`config.mk`:
```
export PLATFORM = sky130hd
export DESIGN_NAME = lfsr_result_fifo
export DESIGN_NICKNAME = d
export VERILOG_FILES = /design/src/rtl/lfsr_result_fifo.sv
export SDC_FILE = /design/constraint.sdc
export NUM_CORES = 1
export LEC_CHECK = 0
export ABC_CLOCK_PERIOD_IN_PS = 2820
export CAP_MARGIN = 20
export CORE_MARGIN = 2
export CORE_UTILIZATION = 50
export DETAILED_ROUTE_END_ITERATION = 10
export PLACE_DENSITY = 0.73
export SYNTH_ARGS = -nofsm -noshare
export SYNTH_HDL_FRONTEND = slang
export SYNTH_SLANG_ARGS = --single-unit
```
`constraint.sdc`:
```
create_clock -name wb_clk_i -period 2.82 [get_ports wb_clk_i]
set_clock_uncertainty 0.05 [all_clocks]
set_input_delay 0.846 -clock wb_clk_i [delete_from_list [all_inputs] [get_ports wb_clk_i]]
set_output_delay 0.846 -clock wb_clk_i [all_outputs]
set_load 0.03 [all_outputs]
```
`src/rtl/lfsr_result_fifo.sv`:
```
// rtl/lfsr_result_fifo.sv - captures LFSR generator results on busy falling edge into a show-ahead FIFO
module lfsr_result_fifo #(
    parameter int AWIDTH = 5,
    parameter int DWIDTH = 8,
    parameter int CWIDTH = 16
) (
    input  logic              wb_clk_i,
    input  logic              wb_rst_i,
    input  logic              busy_in,
    input  logic [DWIDTH-1:0] num_in,
    input  logic              cap_en,
    input  logic              flush,
    input  logic              clr_ovf,
    input  logic              rd_ready,
    output logic              rd_valid,
    output logic [DWIDTH-1:0] rd_data,
    output logic [AWIDTH:0]   count,
    output logic              full,
    output logic              empty,
    output logic              overflow,
    output logic [CWIDTH-1:0] total_cnt
);
    localparam int DEPTH = 1 << AWIDTH;

    logic              busy_q;
    logic [AWIDTH:0]   wr_ptr;
    logic [AWIDTH:0]   rd_ptr;
    logic [DWIDTH-1:0] mem [DEPTH];

    logic push_req;
    logic pop;
    logic push;
    logic drop;
    logic do_push;
    logic do_pop;

    // Pointers carry one extra wrap bit so equal indices can be told apart as full or empty.
    assign count    = wr_ptr - rd_ptr;
    assign empty    = (wr_ptr == rd_ptr);
    assign full     = (wr_ptr[AWIDTH] != rd_ptr[AWIDTH]) &&
                      (wr_ptr[AWIDTH-1:0] == rd_ptr[AWIDTH-1:0]);
    assign rd_valid = ~empty;
    assign rd_data  = mem[rd_ptr[AWIDTH-1:0]];

    // A completed sequence is a registered-busy high while the live busy has dropped.
    assign push_req = cap_en & busy_q & ~busy_in;
    assign pop      = rd_valid & rd_ready;
    assign push     = push_req & (~full | pop);
    assign drop     = push_req & full & ~pop & ~flush;
    assign do_push  = push & ~flush;
    assign do_pop   = pop & ~flush;

    // Track busy every cycle, independent of cap_en, so re-enabling never sees a stale edge.
    always_ff @(posedge wb_clk_i or posedge wb_rst_i) begin
        if (wb_rst_i) begin
            busy_q <= 1'b0;
        end else begin
            busy_q <= busy_in;
        end
    end

    // Pointer update; flush overrides any same-cycle push or pop.
    always_ff @(posedge wb_clk_i or posedge wb_rst_i) begin
        if (wb_rst_i) begin
            wr_ptr <= '0;
            rd_ptr <= '0;
        end else if (flush) begin
            wr_ptr <= '0;
            rd_ptr <= '0;
        end else begin
            if (do_push) begin
                wr_ptr <= wr_ptr + 1'b1;
            end
            if (do_pop) begin
                rd_ptr <= rd_ptr + 1'b1;
            end
        end
    end

    // Storage array write; contents need no reset because the pointers gate visibility.
    always_ff @(posedge wb_clk_i) begin
        if (do_push) begin
            mem[wr_ptr[AWIDTH-1:0]] <= num_in;
        end
    end

    // Sticky overflow: a drop in the same cycle as a clear keeps the flag set.
    always_ff @(posedge wb_clk_i or posedge wb_rst_i) begin
        if (wb_rst_i) begin
            overflow <= 1'b0;
        end else if (drop) begin
            overflow <= 1'b1;
        end else if (clr_ovf) begin
            overflow <= 1'b0;
        end
    end

    // Count of accepted captures; wraps naturally.
    always_ff @(posedge wb_clk_i or posedge wb_rst_i) begin
        if (wb_rst_i) begin
            total_cnt <= '0;
        end else if (do_push) begin
            total_cnt <= total_cnt + 1'b1;
        end
    end
endmodule

```
---- Yosys cells after proc, flatten, opt, wreduce, memory -nomap -nowiden ----
Memories as Yosys holds them, arrays and structs flattened.
Index checks and enable logic that the tools add are counted.
storage, ports and cells
  bits in registers ....................... 30
  memory bits (writable) .................. 256
  output and inout bits ................... 34
  word-level logic and storage cells ...... 40
  memories ................................ 1
memories
  name  depth  bits a word  rd ports  clocked after Yosys merged registers in  write ports  RTL line  text
  mem   32     8            1         0                                        1            28        logic [DWIDTH-1:0] mem [DEPTH];
cells by class
  add/subtract/negate cells ............... 4
  equality and inequality tests ........... 3
  multiplexer cells ....................... 8
  bitwise logic cells ..................... 15
  reductions and logical operators ........ 4
operators with widths
  cell                     number
  $mux W6                  4
  $add A16 B1 Y16 const B  1
  $add A6 B1 Y6 const B    2
  $and A1 B1 Y1            9
  $eq A6 B6 Y1             1
  $reduce_bool A2 Y1       3
  $sub A6 B6 Y6            1
  $eq A5 B5 Y1             1
  $not A1 Y1               5
  $mux W1                  4
  $logic_and A1 B1 Y1      1
  $ne A1 B1 Y1             1
  $or A1 B1 Y1             1

---- Depth between registers and ports, before layout ----
Gate-level depths: netlist (run 1).
  depth in word-level cells ............... 8
  mapped depth ............................ 9

---- Least setup slack after synthesis (run 1) ----
OpenSTA, ideal clock, no wires.
  kind .................................... flip-flop to output port
  from .................................... register rd_ptr[0]
  to ...................................... output port rd_data[6]
  arrival time ............................ 2,168 ps
  data required time ...................... 1,924 ps
  setup slack ............................. -244 ps
  stages on the path, launching flop included .. 6
  buffers on the path ..................... 2
  path through ............................ dfrtp_1 > buf_4 > buf_4 > mux4_2 > o22ai_1 > nor4_1
between the ends
  cells in the longest elaborated chain, start to end .. 1
ends and longest elaborated chain
  item                      RTL line  text
  start: declaration        27        logic [AWIDTH:0] rd_ptr;
  start signal: assignment  75        rd_ptr <= rd_ptr + 1'b1;
  $mem_v2 Z32 W8            --
  end: declaration          16        output logic [DWIDTH-1:0] rd_data,
No other way between the ends.

---- Final worst setup path (run 1) ----
  from .................................... register rd_ptr[0]
  to ...................................... output port rd_data[5]
Same word-level chain as after synthesis.

==> reports/summary.md, run 1 <==
- vertical die dimension: 156 µm
- Total GRT Usage: 21.7%
- antenna-violating nets left: 0
- floorplan core area: 22600 µm²
- hold endpoint: total_cnt[15]$_DFFE_PP0P_
- sink count of the clock tree: 286
- worst min-delay path class: flip-flop to flip-flop
- number of flops mapped to enable cells by yosys: 256
- wire length of the first global-routing pass: 39400 µm
- length of the first detailed-routing pass in iterations: 5
- area overhead of the layout relative to synthesis: 25.5%
- number of synthesized register bits: 286
- failing checks: negative setup slack
- largest net degree at the start of global routing: 33
- cell depth of the worst hold path: 1
- antenna violations before repair: 0
- Die Footprint: 24300 µm²
- ys flop type: sky130_fd_sc_hd__edfxtp_1
- required arrival time at the worst endpoint: 1920 ps
- share of the clock period used by the worst path: 119%
- maximum number of buffers from clock root to sink: 3
- antenna diode count: 0
- number of global-route vias before repair: 6609
- worst hold path startpoint: total_cnt[15]$_DFFE_PP0P_
- number of standard cells in the final layout excluding fillers: 1068
- post-synthesis cell count: 608
- H-tree levels: 1
- Die W: 156 µm
- number of fill cells: 1495
- dpl cells: 1006
- end-of-flow core utilization: 63.9%
- outcome: finished, violations left
- power after layout: 9.49 mW
- Post-layout nets: 790
- total wire length: 25800 µm
- Cell Area, Synth: 11500 µm²
- internal reg-to-reg setup slack: 70 ps
- I/O pins: 49
- Worst setup SP type: flip-flop
- layer carrying the most global-route usage: met2
- CTS root buf: sky130_fd_sc_hd__clkbuf_16
- Fmax achieved: 299 MHz
- drt wl/cell: 24.2 µm
- share of post-route cells with drive strength above 1: 35.9%
- clock tree from TritonCTS: yes
- Final Instance Area: 14500 µm²
- Row Count: 55
- Ys Warns: 0
- normalized max-slew margin: 53.4%
- Async S/R FF share, synth: 10.5%
- GRT met1 Usage: 29.7%
- critical path peak fanout: 7
- capture instance of the worst register-to-register path: mem[3][0]$_DFFE_PP_
- initial core utilization: 50.9%
- M3 GR Usage: 2.86%
- category of the most critical setup path: flip-flop to primary output
- total power divided by cell area: 656 nW/µm²
- clock-pin slew reported for the worst setup and hold paths after clock tree synthesis: 60 ps
- clock latency reported for the late side of the worst-skew pair: 550 ps
- final hold viol count: 0
- estimated wirelength of the detail-placed design: 16800 µm
- logic depth of the worst register-to-register path: 9
- slew at the pin closest to its max-slew limit: 697 ps
- count of final max-slew check failures: 0
- global placer's final weighted congestion: 0.872
- Distinct cells, synth: 50
- maximum resistive drop on vdd: 0.000487 V
- placement-stage cell area: 13000 µm²
- nature of the critical path endpoint: primary output
- number of violations reported at the end of detailed-routing iteration 0: 622
- final setup slack of the worst path: -530 ps
- Mapped Nets: 635
- Setup TNS: -5540 ps
- final number of setup-violating endpoints: 16
- residual DRC count: 0
- arrival time of the worst setup path: 2450 ps
- count of input and output buffers: 48
- reg-to-reg critical path startpoint: rd_ptr[0]$_DFFE_PP0P_
- RSZ-0062 raised after global routing: yes
- cts-stage hold buffer count: 0
- detailed-route via count: 6409
- Num CTS Buffers: 29
- number of vias per cell: 6.00
- minimum period implied by the final worst setup slack: 3350 ps
- part of the Yosys area used for sequential elements: 73.2%
- met2 track demand over resource in global routing: 37.8%
- count of maximum capacitance violations: 0
- remaining global-route overflow: 0
- average footprint of a synthesized cell: 19.0 µm²
- leakage power total: 4.84 nW
timing repair:
item,in CTS,in global routing
pin swaps,8,8
buffers inserted,12,4
gates resized for setup,51,19
endpoints found under the setup margin,16,22
cloned,1,0
endpoints found under the hold margin,0,0
layer usage:
metal | wire [µm] | share of wire [%]
met1 | 10300 | 40
met2 | 13300 | 52
met3 | 1760 | 6.8
met4 | 471 | 1.8
met5 | 0 | 0
cell usage after synthesis, types with 2 or more instances:
| cell type | n | share of area [%] |
|---|---|---|
| sky130_fd_sc_hd__edfxtp_1 | 256 | 67 |
| sky130_fd_sc_hd__mux4_2 | 64 | 13 |
| sky130_fd_sc_hd__nor2_1 | 44 | 1.4 |
| sky130_fd_sc_hd__o22ai_1 | 32 | 1.7 |
| sky130_fd_sc_hd__dfrtp_1 | 30 | 6.5 |
| sky130_fd_sc_hd__nand3_1 | 20 | 0.87 |
| sky130_fd_sc_hd__inv_1 | 14 | 0.46 |
| sky130_fd_sc_hd__ha_1 | 11 | 1.2 |
| sky130_fd_sc_hd__nand2_1 | 11 | 0.36 |
| sky130_fd_sc_hd__xnor2_1 | 11 | 0.84 |
| sky130_fd_sc_hd__xor2_1 | 11 | 0.84 |
| sky130_fd_sc_hd__nor4_1 | 10 | 0.54 |
| sky130_fd_sc_hd__buf_2 | 8 | 0.35 |
| sky130_fd_sc_hd__a21oi_1 | 7 | 0.30 |
| sky130_fd_sc_hd__buf_4 | 7 | 0.46 |
| sky130_fd_sc_hd__clkbuf_1 | 7 | 0.23 |
| sky130_fd_sc_hd__nand4_1 | 6 | 0.33 |
| sky130_fd_sc_hd__nor3_1 | 6 | 0.26 |
| sky130_fd_sc_hd__nand3b_1 | 5 | 0.33 |
| sky130_fd_sc_hd__and4_1 | 4 | 0.30 |
| sky130_fd_sc_hd__nand3_2 | 3 | 0.26 |
| sky130_fd_sc_hd__o31ai_1 | 3 | 0.20 |
| sky130_fd_sc_hd__or3_1 | 3 | 0.16 |
| sky130_fd_sc_hd__a31oi_1 | 2 | 0.11 |
| sky130_fd_sc_hd__and3_1 | 2 | 0.11 |
| sky130_fd_sc_hd__mux2_2 | 2 | 0.20 |
| sky130_fd_sc_hd__nor2b_1 | 2 | 0.11 |
| sky130_fd_sc_hd__nor4b_1 | 2 | 0.15 |
| sky130_fd_sc_hd__o21a_1 | 2 | 0.13 |
| sky130_fd_sc_hd__o21ai_0 | 2 | 0.087 |
| sky130_fd_sc_hd__or4_1 | 2 | 0.13 |
power by group:
part           switching, mW  leakage, nW  total, mW  internal [mW]
Combinational          0.477         1.68      0.971          0.495
Sequential            0.0525         2.71       4.70           4.65
Clock                   1.56        0.456       3.81           2.26
Total                   2.09         4.84       9.49           7.40
registers in the layout, summed over array words and instances (netlist names):
| register | flops |
|---|---|
| busy_q | 1 |
| rd_ptr | 6 |
| mem | 256 |
| wr_ptr | 6 |
| total_cnt | 16 |
| overflow | 1 |
per-stage QoR:
stage                     hold WS [ps]  setup slack (ps)
after global routing               464              -598
after detailed placement           425             -79.0
after floorplan                    530              4.52
after global placement             416             -54.8
after CTS                          441              -561
final                              434              -530
cell usage in the layout, fill, tap and decap left out, types with 3 or more instances in the layout:
master / n
sky130_fd_sc_hd__inv_1: 10
sky130_fd_sc_hd__nand3_1: 17
sky130_fd_sc_hd__nor2_1: 44
sky130_fd_sc_hd__clkinv_2: 4
sky130_fd_sc_hd__xnor2_1: 10
sky130_fd_sc_hd__buf_6: 8
sky130_fd_sc_hd__bufinv_16: 4
sky130_fd_sc_hd__nand3b_1: 5
sky130_fd_sc_hd__nand2_1: 11
sky130_fd_sc_hd__nand4_1: 6
sky130_fd_sc_hd__buf_12: 13
sky130_fd_sc_hd__and4_1: 3
sky130_fd_sc_hd__o22ai_4: 8
sky130_fd_sc_hd__o22ai_2: 14
sky130_fd_sc_hd__a21oi_1: 7
sky130_fd_sc_hd__mux4_2: 64
sky130_fd_sc_hd__clkdlybuf4s50_1: 31
sky130_fd_sc_hd__nor4_2: 3
sky130_fd_sc_hd__clkinvlp_4: 3
sky130_fd_sc_hd__nand3_2: 6
sky130_fd_sc_hd__clkbuf_1: 5
sky130_fd_sc_hd__clkinv_1: 4
sky130_fd_sc_hd__ha_1: 7
sky130_fd_sc_hd__inv_2: 4
sky130_fd_sc_hd__o31ai_1: 3
sky130_fd_sc_hd__edfxtp_1: 256
sky130_fd_sc_hd__or3_1: 3
sky130_fd_sc_hd__xor2_1: 11
sky130_fd_sc_hd__clkbuf_16: 29
sky130_fd_sc_hd__ha_4: 4
sky130_fd_sc_hd__dfrtp_1: 28
sky130_fd_sc_hd__o22ai_1: 10
sky130_fd_sc_hd__buf_4: 94
sky130_fd_sc_hd__nor4_4: 6
sky130_fd_sc_hd__nor3_1: 6
final cells by class:
class | count | area [µm²] | area share (%)
Clock inverter | 17 | 206 | 1.43
Inverter | 15 | 58.8 | 0.406
Clock buffer | 34 | 744 | 5.15
Multi-Input combinational cell | 284 | 3280 | 22.7
Tap cell | 285 | 357 | 2.46
Timing Repair Buffer | 147 | 1380 | 9.55
Sequential cell | 286 | 8440 | 58.4
critical path: stages (launching register included):
cell	delay, ps
sky130_fd_sc_hd__dfrtp_4	550
sky130_fd_sc_hd__buf_12	160
sky130_fd_sc_hd__buf_6	130
sky130_fd_sc_hd__mux4_2	340
sky130_fd_sc_hd__o22ai_2	120
sky130_fd_sc_hd__nor4_2	370
sky130_fd_sc_hd__buf_4	220
logic make-up after synthesis:
family | synth area share, %
muxes | 12.9
buffers and inverters | 1.62
and+or+nand+nor | 6.05
xor gates and xnor gates | 1.81
AOI/OAI and AO/OA | 3.07
DFF | 73.2
adders and majority gates | 1.37
worst max path at each step:
stage / start / to / slack, ps / depth (start not counted)
finish: rd_ptr[0]$_DFFE_PP0P_ / rd_data[5] / -530 / 6
global route: rd_ptr[0]$_DFFE_PP0P_ / rd_data[5] / -600 / 6
detailed placement: rd_ptr[0]$_DFFE_PP0P_ / rd_data[5] / -80 / 6
CTS: rd_ptr[0]$_DFFE_PP0P_ / rd_data[1] / -560 / 7
floorplan: rd_ptr[2]$_DFFE_PP0P_ / empty / 5 / 7
global placement: rd_ptr[0]$_DFFE_PP0P_ / rd_data[5] / -50 / 6
Power figures use the tool's default switching activity.
==> run 2, diff against run 1 <==
--- a/config.mk
+++ b/config.mk
@@ -10,6 +10,7 @@
 export CORE_MARGIN = 2
 export CORE_UTILIZATION = 50
 export DETAILED_ROUTE_END_ITERATION = 10
+export GPL_ROUTABILITY_DRIVEN = 1
 export PLACE_DENSITY = 0.73
 export SYNTH_ARGS = -nofsm -noshare
 export SYNTH_HDL_FRONTEND = slang
==> results of run 2 <==
Same layout as run 1: the final DEF is identical, and so are final timing and power.
==> run 3, diff against run 2 <==
--- a/config.mk
+++ b/config.mk
@@ -5,13 +5,14 @@
 export SDC_FILE = /design/constraint.sdc
 export NUM_CORES = 1
 export LEC_CHECK = 0
-export ABC_CLOCK_PERIOD_IN_PS = 2820
+export ABC_CLOCK_PERIOD_IN_PS = 3460
 export CAP_MARGIN = 20
+export CORE_ASPECT_RATIO = 0.8
 export CORE_MARGIN = 2
 export CORE_UTILIZATION = 50
 export DETAILED_ROUTE_END_ITERATION = 10
 export GPL_ROUTABILITY_DRIVEN = 1
-export PLACE_DENSITY = 0.73
+export PLACE_DENSITY = 0.68
 export SYNTH_ARGS = -nofsm -noshare
 export SYNTH_HDL_FRONTEND = slang
 export SYNTH_SLANG_ARGS = --single-unit
==> constraint.sdc (replaced) <==
create_clock -name wb_clk_i -period 3.46 [get_ports wb_clk_i]
set_clock_uncertainty 0.05 [all_clocks]
set_input_delay 1.038 -clock wb_clk_i [delete_from_list [all_inputs] [get_ports wb_clk_i]]
set_output_delay 1.038 -clock wb_clk_i [all_outputs]
set_load 0.03 [all_outputs]
==> reports/summary.md, run 3 (synthesized netlist as in run 1, its figures left out) <==
- wire length of the first global-routing pass: 40000 µm, was 39400 µm
- floorplan core area: 22600 µm², about the same
- count of final max-slew check failures: 0, unchanged
- Critical Path, Cell by Cell: buf_12 -> buf_12 -> mux4_2 -> o22ai_1 -> nor4_4 -> buf_4, was buf_12 -> buf_6 -> mux4_2 -> o22ai_2 -> nor4_2 -> buf_4
- antenna diode count: 0, unchanged
- worst slack, placed: 133 ps, was -79.0 ps
- detailed-route via count: 6417, was 6409
- remaining global-route overflow: 0, unchanged
- most common library cell in the layout ignoring fill and taps: sky130_fd_sc_hd__edfxtp_1, unchanged
- dpl cells: 1003, was 1006
- RSZ-0062 raised after global routing: yes, unchanged
- Die W: 174 µm, was 156 µm
- logic depth of the worst register-to-register path: 7, was 9
- CTS root buf: sky130_fd_sc_hd__clkbuf_16, unchanged
- outcome: finished, violations left, unchanged
- capture instance of the worst register-to-register path: mem[14][0]$_DFFE_PP_, was mem[3][0]$_DFFE_PP_
- count of input and output buffers: 48, unchanged
- power after layout: 7.51 mW, was 9.49 mW
- Critical Path Start: rd_ptr[0]$_DFFE_PP0P_, unchanged
- share of the clock period used by the worst path: 104%
- number of fill cells: 1568, was 1495
- biggest cell delay along the critical path: 500 ps, was 550 ps
- Total GRT Usage: 21.9%, was 21.7%
- maximum resistive drop on vdd: 0.000396 V, was 0.000487 V
- flip-flop count of the largest register, all copies and words added: 256, unchanged
- end-of-flow core utilization: 63.5%, was 63.9%
- worst min-delay path class: flip-flop to flip-flop, unchanged
- sink count of the clock tree: 286, unchanged
- clock latency reported for the late side of the worst-skew pair: 550 ps, about the same
- slew at the pin closest to its max-slew limit: 851 ps, was 697 ps
- capturing element of the worst setup path: rd_data[3], was rd_data[5]
- nature of the critical path endpoint: primary output, unchanged
- clock-pin slew reported for the worst setup and hold paths after clock tree synthesis: 60 ps, about the same
- initial core utilization: 51.1%, was 50.9%
- count of maximum capacitance violations: 0, unchanged
- total wire length: 26200 µm, was 25800 µm
- clock tree from TritonCTS: yes, unchanged
- maximum number of buffers from clock root to sink: 3, unchanged
- Fmax achieved: 279 MHz
- number of global-route vias before repair: 6425, was 6609
- number of violations reported at the end of detailed-routing iteration 0: 721, was 622
- internal reg-to-reg setup slack: 550 ps, was 70 ps
- antenna violations before repair: 0, unchanged
- I/O pins: 49, unchanged
- Die Footprint: 24300 µm², about the same
- number of vias per cell: 5.98, was 6.00
- Row Count: 49, was 55
- estimated wirelength of the detail-placed design: 16600 µm, was 16800 µm
- global placer's final weighted congestion: 0.836, was 0.872
- arrival time of the worst setup path: 2500 ps, was 2450 ps
- drt wl/cell: 24.4 µm, was 24.2 µm
- most prevalent standard cell on the critical path: sky130_fd_sc_hd__buf_12
- leakage power total: 4.71 nW, was 4.84 nW
- required arrival time at the worst endpoint: 2370 ps, was 1920 ps
- Post-layout nets: 772, was 790
- number of standard cells in the final layout excluding fillers: 1073, was 1068
- vertical die dimension: 140 µm, was 156 µm
- minimum period implied by the final worst setup slack: 3590 ps
- total power divided by cell area: 524 nW/µm², was 656 nW/µm²
- critical path peak fanout: 7, unchanged
- category of the most critical setup path: flip-flop to primary output, unchanged
- reg-to-reg critical path startpoint: rd_ptr[3]$_DFFE_PP0P_, was rd_ptr[0]$_DFFE_PP0P_
- area overhead of the layout relative to synthesis: 24.3%, was 25.5%
- final number of setup-violating endpoints: 9, was 16
- length of the first detailed-routing pass in iterations: 5, unchanged
- Num CTS Buffers: 29, unchanged
- most frequent cells in the layout: sky130_fd_sc_hd__edfxtp_1, sky130_fd_sc_hd__buf_4, sky130_fd_sc_hd__mux4_2, sky130_fd_sc_hd__nor2_1, sky130_fd_sc_hd__clkdlybuf4s50_1, unchanged
- final setup slack of the worst path: -128 ps, was -530 ps
- crit path max-delay cell type: sky130_fd_sc_hd__dfrtp_4, unchanged
- share of post-route cells with drive strength above 1: 33.6%, was 35.9%
- failing checks: negative setup slack, unchanged
- H-tree levels: 1, unchanged
- largest net degree at the start of global routing: 37, was 33
- Worst setup SP type: flip-flop, unchanged
- final hold viol count: 0, unchanged
- normalized max-slew margin: 43.0%, was 53.4%
- residual DRC count: 0, unchanged
- antenna-violating nets left: 0, unchanged
run 3: changes by cell type in the layout (fill, tap and decap cells not counted), moves of 3 or more:
cell	change
sky130_fd_sc_hd__nor4_2	-3
sky130_fd_sc_hd__inv_1	+3
sky130_fd_sc_hd__o22ai_4	+8
sky130_fd_sc_hd__ha_4	-4
sky130_fd_sc_hd__nand3_1	+3
sky130_fd_sc_hd__clkinv_2	+4
sky130_fd_sc_hd__o22ai_1	-4
sky130_fd_sc_hd__o22ai_2	-4
sky130_fd_sc_hd__nand3_2	-3
sky130_fd_sc_hd__ha_1	+3
sky130_fd_sc_hd__nor4_4	+3
sky130_fd_sc_hd__buf_4	-22
sky130_fd_sc_hd__bufinv_16	-3
run 3: metrics by stage:
step                      instance area, µm²  TNS [ps]  hold slack (ps)
final                                  14300      -691              447
after floorplan                        11500         0              530
after global routing                   14300     -1240              450
after CTS                              14100      -610              442
after global placement                 12800         0              411
after detailed placement               12800         0              429
run 3: repair_timing:
action	in CTS	in global routing
gates cloned	1	1
gates resized for setup	62	32
pin swaps	6	11
hold buffers	0	0
endpoints found under the setup margin	14	11
buffers inserted	8	9
run 3: area by class of cell:
cell class                      count  area, µm²  area share (%)
Inverter                           15       56.3           0.393
Sequential cell                   286       8450            58.9
Multi-Input combinational cell    284       3310            23.1
Tap cell                          306        383            2.67
Clock inverter                     20        134           0.934
Clock buffer                       33        741            5.17
Timing Repair Buffer              129       1260            8.80
run 3: critical path, delay by kind of cell (launching register included):
kind | cells | cell delay [ps]
flops | 1 | 500
mux | 1 | 500
buf+inv | 3 | 480
compound gates | 1 | 350
simple gates | 1 | 110
run 3: how the worst min path moves through the flow:
stage	cells past startpoint	slack (ps)	start	endpoint
3_3_place_gp	1	410	total_cnt[15]$_DFFE_PP0P_	total_cnt[15]$_DFFE_PP0P_
4_1_cts	1	440	total_cnt[15]$_DFFE_PP0P_	total_cnt[15]$_DFFE_PP0P_
5_1_grt	1	450	total_cnt[15]$_DFFE_PP0P_	total_cnt[15]$_DFFE_PP0P_
3_5_place_dp	1	430	total_cnt[15]$_DFFE_PP0P_	total_cnt[15]$_DFFE_PP0P_
6_report	1	450	total_cnt[15]$_DFFE_PP0P_	total_cnt[15]$_DFFE_PP0P_
2_1_floorplan	1	530	wr_ptr[1]$_DFFE_PP0P_	wr_ptr[1]$_DFFE_PP0P_
run 3: power by group:
part | switching [mW] | internal (mW)
clock network | 1.26 | 1.61
logic | 0.413 | 0.405
registers | 0.0393 | 3.79
total | 1.71 | 5.80
run 3: per-layer routing:
layer / part of all wire [%] / global-route usage [%] / vias to the layer above / wire [µm]
li1: - / - / 2770 / -
met2: 48 / 33.8 / 271 / 12600
met1: 43 / 33.3 / 3345 / 11200
met3: 7.9 / 3.91 / 31 / 2060
met4: 1.5 / 4.20 / 0 / 384
met5: 0 / 0 / - / 0
